===== src/rtl/fifo_ctrl_pkg.sv =====
// Shared types and helpers for the FIFO push-side control logic and its checkers.
package fifo_ctrl_pkg;

    typedef enum logic {
        IDLE  = 1'b0,
        BURST = 1'b1
    } arb_state_t;

    // All-ones mask covering the low sig_w bits of a data word.
    function automatic logic [15:0] width_msk(input logic [3:0] sig_w);
        width_msk = (16'd1 << sig_w) - 16'd1;
    endfunction

endpackage


===== src/rtl/fifo_push_arbiter_rr_pick.sv =====
// Circular priority encoder: first valid requester at or after rr_ptr.
module rr_pick #(
    parameter int NUM_REQ = 4
) (
    input  logic [NUM_REQ-1:0]         req_valid,
    input  logic [$clog2(NUM_REQ)-1:0] rr_ptr,
    output logic [$clog2(NUM_REQ)-1:0] winner,
    output logic                       any
);

    localparam int PW = $clog2(NUM_REQ);

    // Scan from the farthest offset down so the nearest hit is written last.
    always_comb begin
        int            idx;
        logic [PW-1:0] idx_w;
        idx    = 0;
        idx_w  = '0;
        winner = '0;
        any    = 1'b0;
        for (int k = NUM_REQ - 1; k >= 0; k--) begin
            idx   = (int'(rr_ptr) + k) % NUM_REQ;
            idx_w = PW'(idx);
            if (req_valid[idx_w]) begin
                winner = idx_w;
                any    = 1'b1;
            end
        end
    end

endmodule


===== src/rtl/fifo_push_arbiter.sv =====
// Round-robin burst-locking arbiter sharing one FIFO push port between NUM_REQ producers.
module fifo_push_arbiter
    import fifo_ctrl_pkg::*;
#(
    parameter int NUM_REQ        = 4,
    parameter int max_FIFO_WIDTH = 11,
    parameter int max_BURST      = 8
) (
    input  logic                                     clk,
    input  logic                                     rst,
    input  logic [NUM_REQ-1:0]                       req_valid,
    input  logic [NUM_REQ-1:0]                       req_last,
    input  logic [NUM_REQ-1:0][max_FIFO_WIDTH-1:0]   req_data,
    output logic [NUM_REQ-1:0]                       req_ready,
    input  logic [3:0]                               sig_FIFO_WIDTH,
    input  logic [3:0]                               sig_MAX_BURST,
    input  logic                                     full,
    output logic                                     push,
    output logic [max_FIFO_WIDTH-1:0]                push_data,
    output logic [$clog2(NUM_REQ)-1:0]               grant_id,
    output logic                                     busy
);

    localparam int PW = $clog2(NUM_REQ);
    localparam int BW = $clog2(max_BURST) + 1;

    arb_state_t    state_q, state_d;
    logic [PW-1:0] rr_ptr_q, rr_ptr_d;
    logic [PW-1:0] grant_id_q, grant_id_d;
    logic [BW-1:0] beat_cnt_q, beat_cnt_d;

    logic [PW-1:0] pick_id;
    logic          pick_any;
    logic          in_burst;
    logic          accept;
    logic          burst_end;
    logic [3:0]    eff_burst;
    logic [PW-1:0] rr_next;

    rr_pick #(.NUM_REQ(NUM_REQ)) u_rr_pick (
        .req_valid (req_valid),
        .rr_ptr    (rr_ptr_q),
        .winner    (pick_id),
        .any       (pick_any)
    );

    assign in_burst  = (state_q == BURST);
    assign eff_burst = (sig_MAX_BURST == 4'd0) ? 4'd1 : sig_MAX_BURST;
    assign accept    = in_burst && req_valid[grant_id_q] && !full;
    assign burst_end = accept && (req_last[grant_id_q] ||
                       (32'(beat_cnt_q) == 32'(eff_burst) - 32'd1));
    assign rr_next   = (grant_id_q == PW'(NUM_REQ - 1)) ? '0 : grant_id_q + PW'(1);

    assign push      = accept;
    assign push_data = in_burst ? (req_data[grant_id_q] &
                                   max_FIFO_WIDTH'(width_msk(sig_FIFO_WIDTH)))
                                : '0;
    assign grant_id  = grant_id_q;
    assign busy      = in_burst;

    generate
        for (genvar gi = 0; gi < NUM_REQ; gi++) begin : g_ready
            assign req_ready[gi] = accept && (grant_id_q == PW'(gi));
        end
    endgenerate

    always_comb begin
        state_d    = state_q;
        rr_ptr_d   = rr_ptr_q;
        grant_id_d = grant_id_q;
        beat_cnt_d = beat_cnt_q;
        case (state_q)
            IDLE: begin
                if (pick_any) begin
                    grant_id_d = pick_id;
                    beat_cnt_d = '0;
                    state_d    = BURST;
                end
            end
            BURST: begin
                // Owner keeps the port until burst end; a dropped valid or full just stalls.
                if (accept) begin
                    beat_cnt_d = beat_cnt_q + BW'(1);
                    if (burst_end) begin
                        state_d  = IDLE;
                        rr_ptr_d = rr_next;
                    end
                end
            end
            default: state_d = IDLE;
        endcase
    end

    always_ff @(posedge clk or posedge rst) begin
        if (rst) begin
            state_q    <= IDLE;
            rr_ptr_q   <= '0;
            grant_id_q <= '0;
            beat_cnt_q <= '0;
        end else begin
            state_q    <= state_d;
            rr_ptr_q   <= rr_ptr_d;
            grant_id_q <= grant_id_d;
            beat_cnt_q <= beat_cnt_d;
        end
    end

endmodule


===== config.mk =====
export PLATFORM = sky130hd
export DESIGN_NAME = fifo_push_arbiter
export DESIGN_NICKNAME = d
export VERILOG_FILES = /design/src/rtl/fifo_ctrl_pkg.sv /design/src/rtl/fifo_push_arbiter_rr_pick.sv /design/src/rtl/fifo_push_arbiter.sv
export SDC_FILE = /design/constraint.sdc
export NUM_CORES = 1
export LEC_CHECK = 0
export BUFFER_PORTS_ARGS = -buffer_cell sky130_fd_sc_hd__buf_2
export CORE_MARGIN = 1.5
export CORE_UTILIZATION = 46
export DETAILED_ROUTE_END_ITERATION = 8
export PLACE_DENSITY = 0.92
export REMOVE_ABC_BUFFERS = 1
export SLEW_MARGIN = 20
export SYNTH_ARGS = -nofsm -noshare
export SYNTH_HDL_FRONTEND = slang
export SYNTH_SLANG_ARGS = --single-unit
export TNS_END_PERCENT = 30

===== constraint.sdc =====
create_clock -name clk -period 3.2 [get_ports clk]
set_input_delay 0.32 -clock clk [delete_from_list [all_inputs] [get_ports clk]]
set_output_delay 0.32 -clock clk [all_outputs]
set_load 0.005 [all_outputs]

==> results of run 1 <==
[worst reg2reg max path: stages (launching register included)]
cell and delay (ns):
dfrtp_1 0.79, inv_2 0.14, a211o_1 0.35, or2_0 0.35, or4_1 0.54, nand3_1 0.09
[state kept, by name, indices dropped and copies added, names as in the netlist]
name / count
beat_cnt_q: 4
grant_id: 2
rr_ptr_q: 2
busy: 1
[per-layer routing]
| metal | vias up | GRT usage |
|---|---|---|
| met3 | 6 | 0.0422 |
| met1 | 682 | 0.275 |
| met5 | - | 0 |
| met4 | 0 | 0.0732 |
| li1 | 709 | - |
| met2 | 69 | 0.442 |
[cells in the final DEF, fill, tap and decap left out, types with 5 or more instances in the layout]
cell type / netlist / routed
mux4_2: 11 / 11
nor2_1: 7 / 7
nand3_1: 5 / 5
dfrtp_1: 9 / 9
a21oi_1: 8 / 8
ha_1: 7 / 7
nor3_1: 6 / 6
buf_2: 3 / 81
o21ai_0: 10 / 10
nand2_1: 12 / 12
nor2b_1: 5 / 5
inv_1: 10 / 10
[path summary, 6_finish.rpt]
kind | depth (start not counted) | end
min in group clk | 3 | grant_id[1]
hold / removal | 2 | rr_ptr_q[0]
setup / recovery | 6 | req_ready[3]
max in group asynchronous | 2 | busy
setup reg to reg | 5 | rr_ptr_q[1]
hold reg to reg | 2 | beat_cnt_q[1]
[kinds of logic after synthesis]
| family | synth area share |
|---|---|
| simple gates | 0.259 |
| compound gates | 0.184 |
| buf+inv | 0.0652 |
| mux | 0.211 |
| flops | 0.178 |
| fa+ha+maj | 0.0691 |
| xor+xnor | 0.0345 |
[cell type report]
class	count	share of cell area
timing repair buffer	82	0.242
multi-input combinational	119	0.564
tap	30	0.0220
sequential	9	0.132
clock buffer	4	0.0154
inverter	11	0.0242
[power breakdown]
| group | switching, mW | internal [mW] |
|---|---|---|
| Sequential | 0.0987 | 0.156 |
| Clock | 0.0472 | 0.0483 |
| Combinational | 0.291 | 0.348 |
==> results_dict.tcl, run 1 <==
set metrics [dict create \
    drive_above_1_share 0.440 \
    vias_per_cell 5.75 \
    core_um2 2540 \
    rows 18 \
    clock-sinks 9 \
    cts_tree "built" \
    maxCapViolCount 0 \
    final_nets 296 \
    cp_num_buf_inv 3 \
    outcome "finished, final reports clean" \
    ys.flop_type "dfrtp_1" \
    overflow 0 \
    clkTransAtPathRegs_ns 0.07 \
    drt_iter0_drc 91 \
    preCtsSetupSlack_ns 0.659 \
    dp_hpwl_um 2940 \
    power_uw 990 \
    ctsResizeCount 0 \
    dpl_cell_area_um2 1680 \
    end_kind "primary output" \
    rr_startpoint "grant_id[1]" \
    io_buffer_count 81 \
    wl_met3_um 294 \
    final_area_um2 1700 \
    seqCellArea_um2 225 \
    vias 1466 \
    crit_chain "inv_2 -> a211o_1 -> or2_0 -> inv_1 -> and2_1 -> buf_2" \
    num-fill-cells 223 \
    place.gp.congestion 0.869 \
    die_area_um2 3080 \
    clk_latency_ns 0.27 \
    detail_route.wl_per_cell_um 14.2 \
    fin_cells 255 \
    grt_max_degree 20 \
    worst_slack_ns 0.464 \
    final_util 0.669 \
    p_leak_nw 0.857 \
    ant_nets 0 \
    netlist_instances 148 \
    dpl.cell_count 251 \
    cp.arrival_ns 2.42 \
    async_reset_ff_frac 1.00 \
    ys_types 42 \
    ios 82 \
    finalMaxSlewViolations 0 \
    finClkSkew_ns 0.00437 \
    hold_viol 0 \
    slew_headroom 0.357 \
    grt_antenna_before_repair 0 \
    synth_top_area_frac 0.195 \
    yosys-top-cells-count "nand2_1, mux4_2, inv_1, o21ai_0, dfrtp_1" \
    area_delta_synth_final_pct 34.4 \
    die_w_um 55.5 \
    route.met2.wl_um 1860 \
    numCtsBuffers 3 \
    yosysTopAreaCell "mux4_2" \
    synth-seq-cells 9 \
    min_period_ns 2.74 \
    slowest_delay_ns 0.79 \
    whs_ns 0.00868 \
    yosys-top-cells-area "mux4_2, dfrtp_1, ha_1, o21ai_0, nand2_1" \
    tightest_slew_ns 0.952 \
    peakVddDrop_mv 0.378 \
    rrSetupSlack_ns 0.88 \
    fmax_ghz 0.366 \
    fin_crit_sh 0.855 \
    critPathMaxFanout 18 \
    criticalPathCategory "reg -> out" \
    hold_buffers 0 \
    syn_area_um2 1270 \
    final-setup-viol-count 0 \
    yosysMostFrequentCell "nand2_1" \
    grt_pass1_vias 1432 \
    rsz0062_at_grt "no" \
    fin_setup_tns_ns 0 \
    worstPathRequired_ns 2.88 \
    wl_um 3610 \
    post_cts_buffers 0 \
    cts.htree.levels 1 \
    synth_edf_count 0 \
    ys_warn_count 0 \
    die_y_um 55.5 \
    clk_path_buf_depth 2 \
    topRoutingLayerUsed "met4" \
    powerDensity_nw_per_um2 582 \
    drc 0 \
    cts_root_buf "clkbuf_4" \
    met1Wirelength_um 1400 \
    antennaDiodeCount 0 \
    synth_area_per_cell_um2 8.56 \
    multi_input_area_um2 960 \
    grt_pass1_wl_um 5980 \
    grt_usage 0.238 \
    seq_area_frac_synth 0.178 \
    critPathSlowestCell "dfrtp_1" \
    initial_core_util 0.498 \
    drt_pre_antenna_iters 4 \
    critPathLaunch "grant_id[1]" \
    path_delay_family "flip-flops" \
    holdCritPathClass "in -> async" \
    worstSetupStartpointType "flop" \
]
No activity file was read; power rests on OpenSTA's default activity.
==> run 2, diff against run 1 <==
==> constraint.sdc (replaced) <==
create_clock -name clk -period 3.2 [get_ports clk]
set_input_delay 0.32 -clock clk [delete_from_list [all_inputs] [get_ports clk]]
set_output_delay 0.32 -clock clk [all_outputs]
set_load 0.02 [all_outputs]
==> run 2 against run 1 <==
First-iteration DRC count is 20% lower. Via count is 0.41% higher. Clock power is 0.6% lower. Design area stayed put. Utilization stayed put. Wire length is 4.9% lower. Power is 8.8% higher. Sequential cell count stayed put. Register-to-register slack better by 0.03 ns. Combinational power is 15% higher. Largest power group unchanged. Highest routed layer unchanged.
==> results_dict.tcl, run 2 (synthesis gave the netlist of run 1 again) <==
set metrics [dict create \
    final_nets 296 \
    min_period_ns 2.72 \
    p_leak_nw 0.857 \
    drt_iter0_drc 73 \
    critPathMaxFanout 18 \
    area_delta_synth_final_pct 34.4 \
    cp.arrival_ns 2.40 \
    clkPwrFrac 0.088 \
    ios 82 \
    whs_ns 0.00362 \
    grt_antenna_before_repair 0 \
    rows 18 \
    finalMaxSlewViolations 0 \
    final_area_um2 1700 \
    core_um2 2540 \
    clkTransAtPathRegs_ns 0.07 \
    dp_hpwl_um 2770 \
    final_cell_mix "buf_2, nand2_1, mux4_2, inv_1, o21ai_0" \
    hold_viol 0 \
    cts_root_buf "clkbuf_4" \
    place.gp.congestion 0.888 \
    combinationalPowerShare 0.683 \
    detail_route.wl_per_cell_um 13.5 \
    drc 0 \
    netSwitchingFraction 0.485 \
    outcome "finished, final reports clean" \
    cts.htree.levels 1 \
    criticalPathCategory "reg -> out" \
    powerDensity_nw_per_um2 633 \
    p_switching_uw 522 \
    grt_max_degree 23 \
    drt_pre_antenna_iters 5 \
    clock-sinks 9 \
    end_kind "primary output" \
    p_int_uw 555 \
    grt_pass1_wl_um 5780 \
    clk_path_buf_depth 2 \
    die_y_um 55.5 \
    slowest_delay_ns 0.77 \
    finClkSkew_ns 0.00389 \
    drive_above_1_share 0.440 \
    grt_pass1_vias 1364 \
    vias 1472 \
    fin_setup_tns_ns 0 \
    maxCapViolCount 0 \
    worstPathRequired_ns 2.88 \
    initial_core_util 0.498 \
    rsz0062_at_grt "no" \
    grt_usage 0.225 \
    holdCritPathClass "in -> async" \
    vias_per_cell 5.77 \
    ctsResizeCount 0 \
    largest_reg_flops 4 \
    critPathSlowestCell "dfrtp_1" \
    antennaDiodeCount 0 \
    overflow 0 \
    die_w_um 55.5 \
    ant_nets 0 \
    fmax_ghz 0.368 \
    final_common_cell "buf_2" \
    regMostFlops "beat_cnt_q" \
    final-setup-viol-count 0 \
    p_seq_frac 0.229 \
    dpl_cell_area_um2 1680 \
    crit_chain "inv_2 -> a211o_1 -> or2_0 -> inv_1 -> and2_1 -> buf_2" \
    die_area_um2 3080 \
    cts_tree "built" \
    post_cts_buffers 0 \
    fin_crit_sh 0.850 \
    slew_headroom 0.417 \
    tightest_slew_ns 0.864 \
    io_buffer_count 81 \
    worstSetupStartpointType "flop" \
    clk_latency_ns 0.27 \
    numCtsBuffers 3 \
    hold_buffers 0 \
    peakVddDrop_mv 0.405 \
    wl_um 3440 \
]
==> run 2: cell counts in the layout (fill, tap and decap cells not counted) <==
No cell type changed its count.
==> run 2: critical path: cells and delay by family (launching register included) <==
family / cells / cell delay, ns
AOI/OAI and AO/OA: 1 / 0.35
buffers and inverters: 3 / 0.51
DFF: 1 / 0.77
and+or+nand+nor: 2 / 0.49
==> run 2: routing by layer <==
metal,GRT usage,vias up,part of all wire
li1,-,710,-
met1,0.283,688,0.42
met3,0.0445,4,0.077
met4,0.0627,0,0.0090
met2,0.391,70,0.50
met5,0,-,0
==> run 2: through the flow <==
step                instances  utilization  setup WS (ns)  power [mW]
finish                    255        0.669          0.482        1.08
global route              255        0.669          0.268        1.17
CTS                       255        0.669          0.462        1.08
detailed placement        251        0.659          0.629       0.983
global placement          251        0.659          0.673       0.973
floorplan                 139            -          0.502       0.763
==> run 2: power by group through the flow <==
stage | logic (mW) | registers, mW | clock network (mW)
6_report | 0.736 | 0.246 | 0.0950
5_1_grt | 0.811 | 0.258 | 0.104
4_1_cts | 0.739 | 0.245 | 0.0952
3_5_place_dp | 0.736 | 0.247 | 0
3_3_place_gp | 0.726 | 0.247 | 0
2_1_floorplan | 0.482 | 0.280 | 0
==> run 2: layout make-up <==
type	count	area (um^2)
fill	217	842
tap	30	37.5
inverter	11	41.3
sequential	9	225
multi-input combinational	119	960
timing repair buffer	82	413
clock buffer	4	26.3
==> run 2: final timing paths <==
check / cells past startpoint / from / slack (ns) / end
max: 6 / grant_id[1] / 0.48 / req_ready[0]
min in group clk: 3 / req_valid[3] / 0.41 / grant_id[1]
min: 2 / rst / 0.004 / beat_cnt_q[2]
min reg2reg: 2 / beat_cnt_q[2] / 0.60 / beat_cnt_q[2]
max reg2reg: 5 / grant_id[1] / 0.91 / rr_ptr_q[1]
max in group asynchronous: 2 / rst / 2.93 / beat_cnt_q[0]
==> run 3, diff against run 2 <==
- CORE_UTILIZATION: 46 -> 43
- PLACE_DENSITY: 0.92 -> 0.87
- clock period: 3.2 -> 2.84 ns (I/O delays scaled with it)
==> run 3 against run 2 <==
Worst setup slack worse by 0.14 ns. Final cell count rose by 1.2%. Design area rose by 1.1%. Via count down 0.34%. Wire length grew 3.3%. Sequential cell count unchanged. Clock skew decreased by 0.0024 ns. Critical path type is now in -> out.
==> results_dict.tcl, run 3 (synthesis gave the netlist of run 1 again) <==
set metrics [dict create \
    outcome "finished, final reports clean" \
    drive_above_1_share 0.441 \
    die_w_um 57.3 \
    finalMaxSlewViolations 0 \
    clkTransAtPathRegs_ns 0.06 \
    drt_pre_antenna_iters 4 \
    ant_nets 0 \
    regMostFlops "beat_cnt_q" \
    final_nets 298 \
    place.gp.congestion 0.943 \
    powerDensity_nw_per_um2 713 \
    reg2reg_depth 5 \
    end_kind "primary output" \
    rrSetupSlack_ns 0.83 \
    rows 19 \
    antennaDiodeCount 0 \
    min_period_ns 2.50 \
    cts.htree.levels 1 \
    maxCapViolCount 0 \
    grt_max_degree 20 \
    critPathMaxFanout 11 \
    clock-sinks 9 \
    hp-start "req_valid[3]" \
    grt_usage 0.214 \
    fin_setup_tns_ns 0 \
    clk_path_buf_depth 2 \
    die_area_um2 3280 \
    final-setup-viol-count 0 \
    drt_iter0_drc 112 \
    slew_headroom 0.441 \
    critPathLaunch "sig_FIFO_WIDTH[3]" \
    seqCellArea_um2 225 \
    worstPathRequired_ns 2.56 \
    vias_per_cell 5.69 \
    criticalPathCategory "in -> out" \
    finClkSkew_ns 0.00147 \
    multi_input_area_um2 960 \
    holdCritPathClass "in -> reg" \
    grt_pass1_vias 1331 \
    min_to "grant_id[1]" \
    cts_root_buf "clkbuf_4" \
    worstSetupStartpointType "input port" \
    final_util 0.619 \
    final_common_cell "buf_2" \
    drc 0 \
    overflow 0 \
    holdPathStages 3 \
    cp.arrival_ns 2.22 \
    io_buffer_count 81 \
    clk_latency_ns 0.27 \
    r2r_end "rr_ptr_q[0]" \
    final_cell_mix "buf_2, nand2_1, mux4_2, inv_1, o21ai_0" \
    peakVddDrop_mv 0.554 \
    fmax_ghz 0.400 \
    num-fill-cells 243 \
    detail_route.wl_per_cell_um 13.8 \
    core_um2 2780 \
    grt_pass1_wl_um 5530 \
    largest_reg_flops 4 \
    rsz0062_at_grt "no" \
    rr_startpoint "busy" \
    p_leak_nw 0.867 \
    tightest_slew_ns 0.829 \
    die_y_um 57.3 \
    initial_core_util 0.456 \
    hold_viol 0 \
    vias 1467 \
    wl_um 3550 \
    numCtsBuffers 3 \
    cts_tree "built" \
    area_delta_synth_final_pct 35.8 \
    grt_antenna_before_repair 0 \
    ios 82 \
    fin_crit_sh 0.881 \
    dp_hpwl_um 2910 \
]
-- run 3: what timing repair did --
action,4_1_cts,5_1_grt
endpoints found under the hold margin,9,0
setup endpoints to repair,0,0
hold buffers,1,0
gates resized for setup,0,0
buffers inserted,0,0
-- run 3: power breakdown --
group | total, mW | internal, mW | switching (mW)
clock network | 0.104 | 0.0544 | 0.0496
registers | 0.258 | 0.177 | 0.0815
logic | 0.866 | 0.404 | 0.462
-- run 3: metrics by stage --
stage | cells | hold WS [ns] | total power [mW] | setup slack, ns | cell area (um^2)
3_5_place_dp | 253 | 0.283 | 1.13 | 0.344 | 1690
4_1_cts | 258 | 0.375 | 1.23 | 0.340 | 1720
6_report | 258 | 0.370 | 1.23 | 0.338 | 1720
2_1_floorplan | 139 | 0.112 | 0.859 | 0.213 | 1230
5_1_grt | 258 | 0.397 | 1.34 | 0.188 | 1720
3_3_place_gp | 253 | 0.263 | 1.10 | 0.404 | 1690
-- run 3: how the worst max path moves through the flow --
stage                               end  depth (start not counted)  slack [ns]
after CTS                 push_data[10]                          8        0.34
after global placement    push_data[10]                          8        0.40
after floorplan            req_ready[0]                          5        0.21
after global routing      push_data[10]                          8        0.19
final                     push_data[10]                          8        0.34
after detailed placement  push_data[10]                          8        0.34
-- run 3: critical path, cell delays in order --
cell,delay [ns]
buf_2,0.15
or4b_2,0.68
ha_1,0.30
nor4b_1,0.30
o21ai_0,0.11
o21ai_0,0.07
and3_1,0.16
buf_2,0.15
-- run 3: routing by layer --
layer | global-route usage | part of all wire | vias to the layer above
li1 | - | - | 716
met1 | 0.251 | 0.39 | 671
met2 | 0.396 | 0.50 | 72
met3 | 0.0454 | 0.087 | 8
met4 | 0.0532 | 0.019 | 0
met5 | 0 | 0 | -
-- run 3: final cells by class --
type | instances | area share
multi-input combinational | 119 | 0.557
timing repair buffer | 84 | 0.250
sequential | 9 | 0.131
inverter | 11 | 0.0240
tap | 31 | 0.0225
clock buffer | 4 | 0.0153
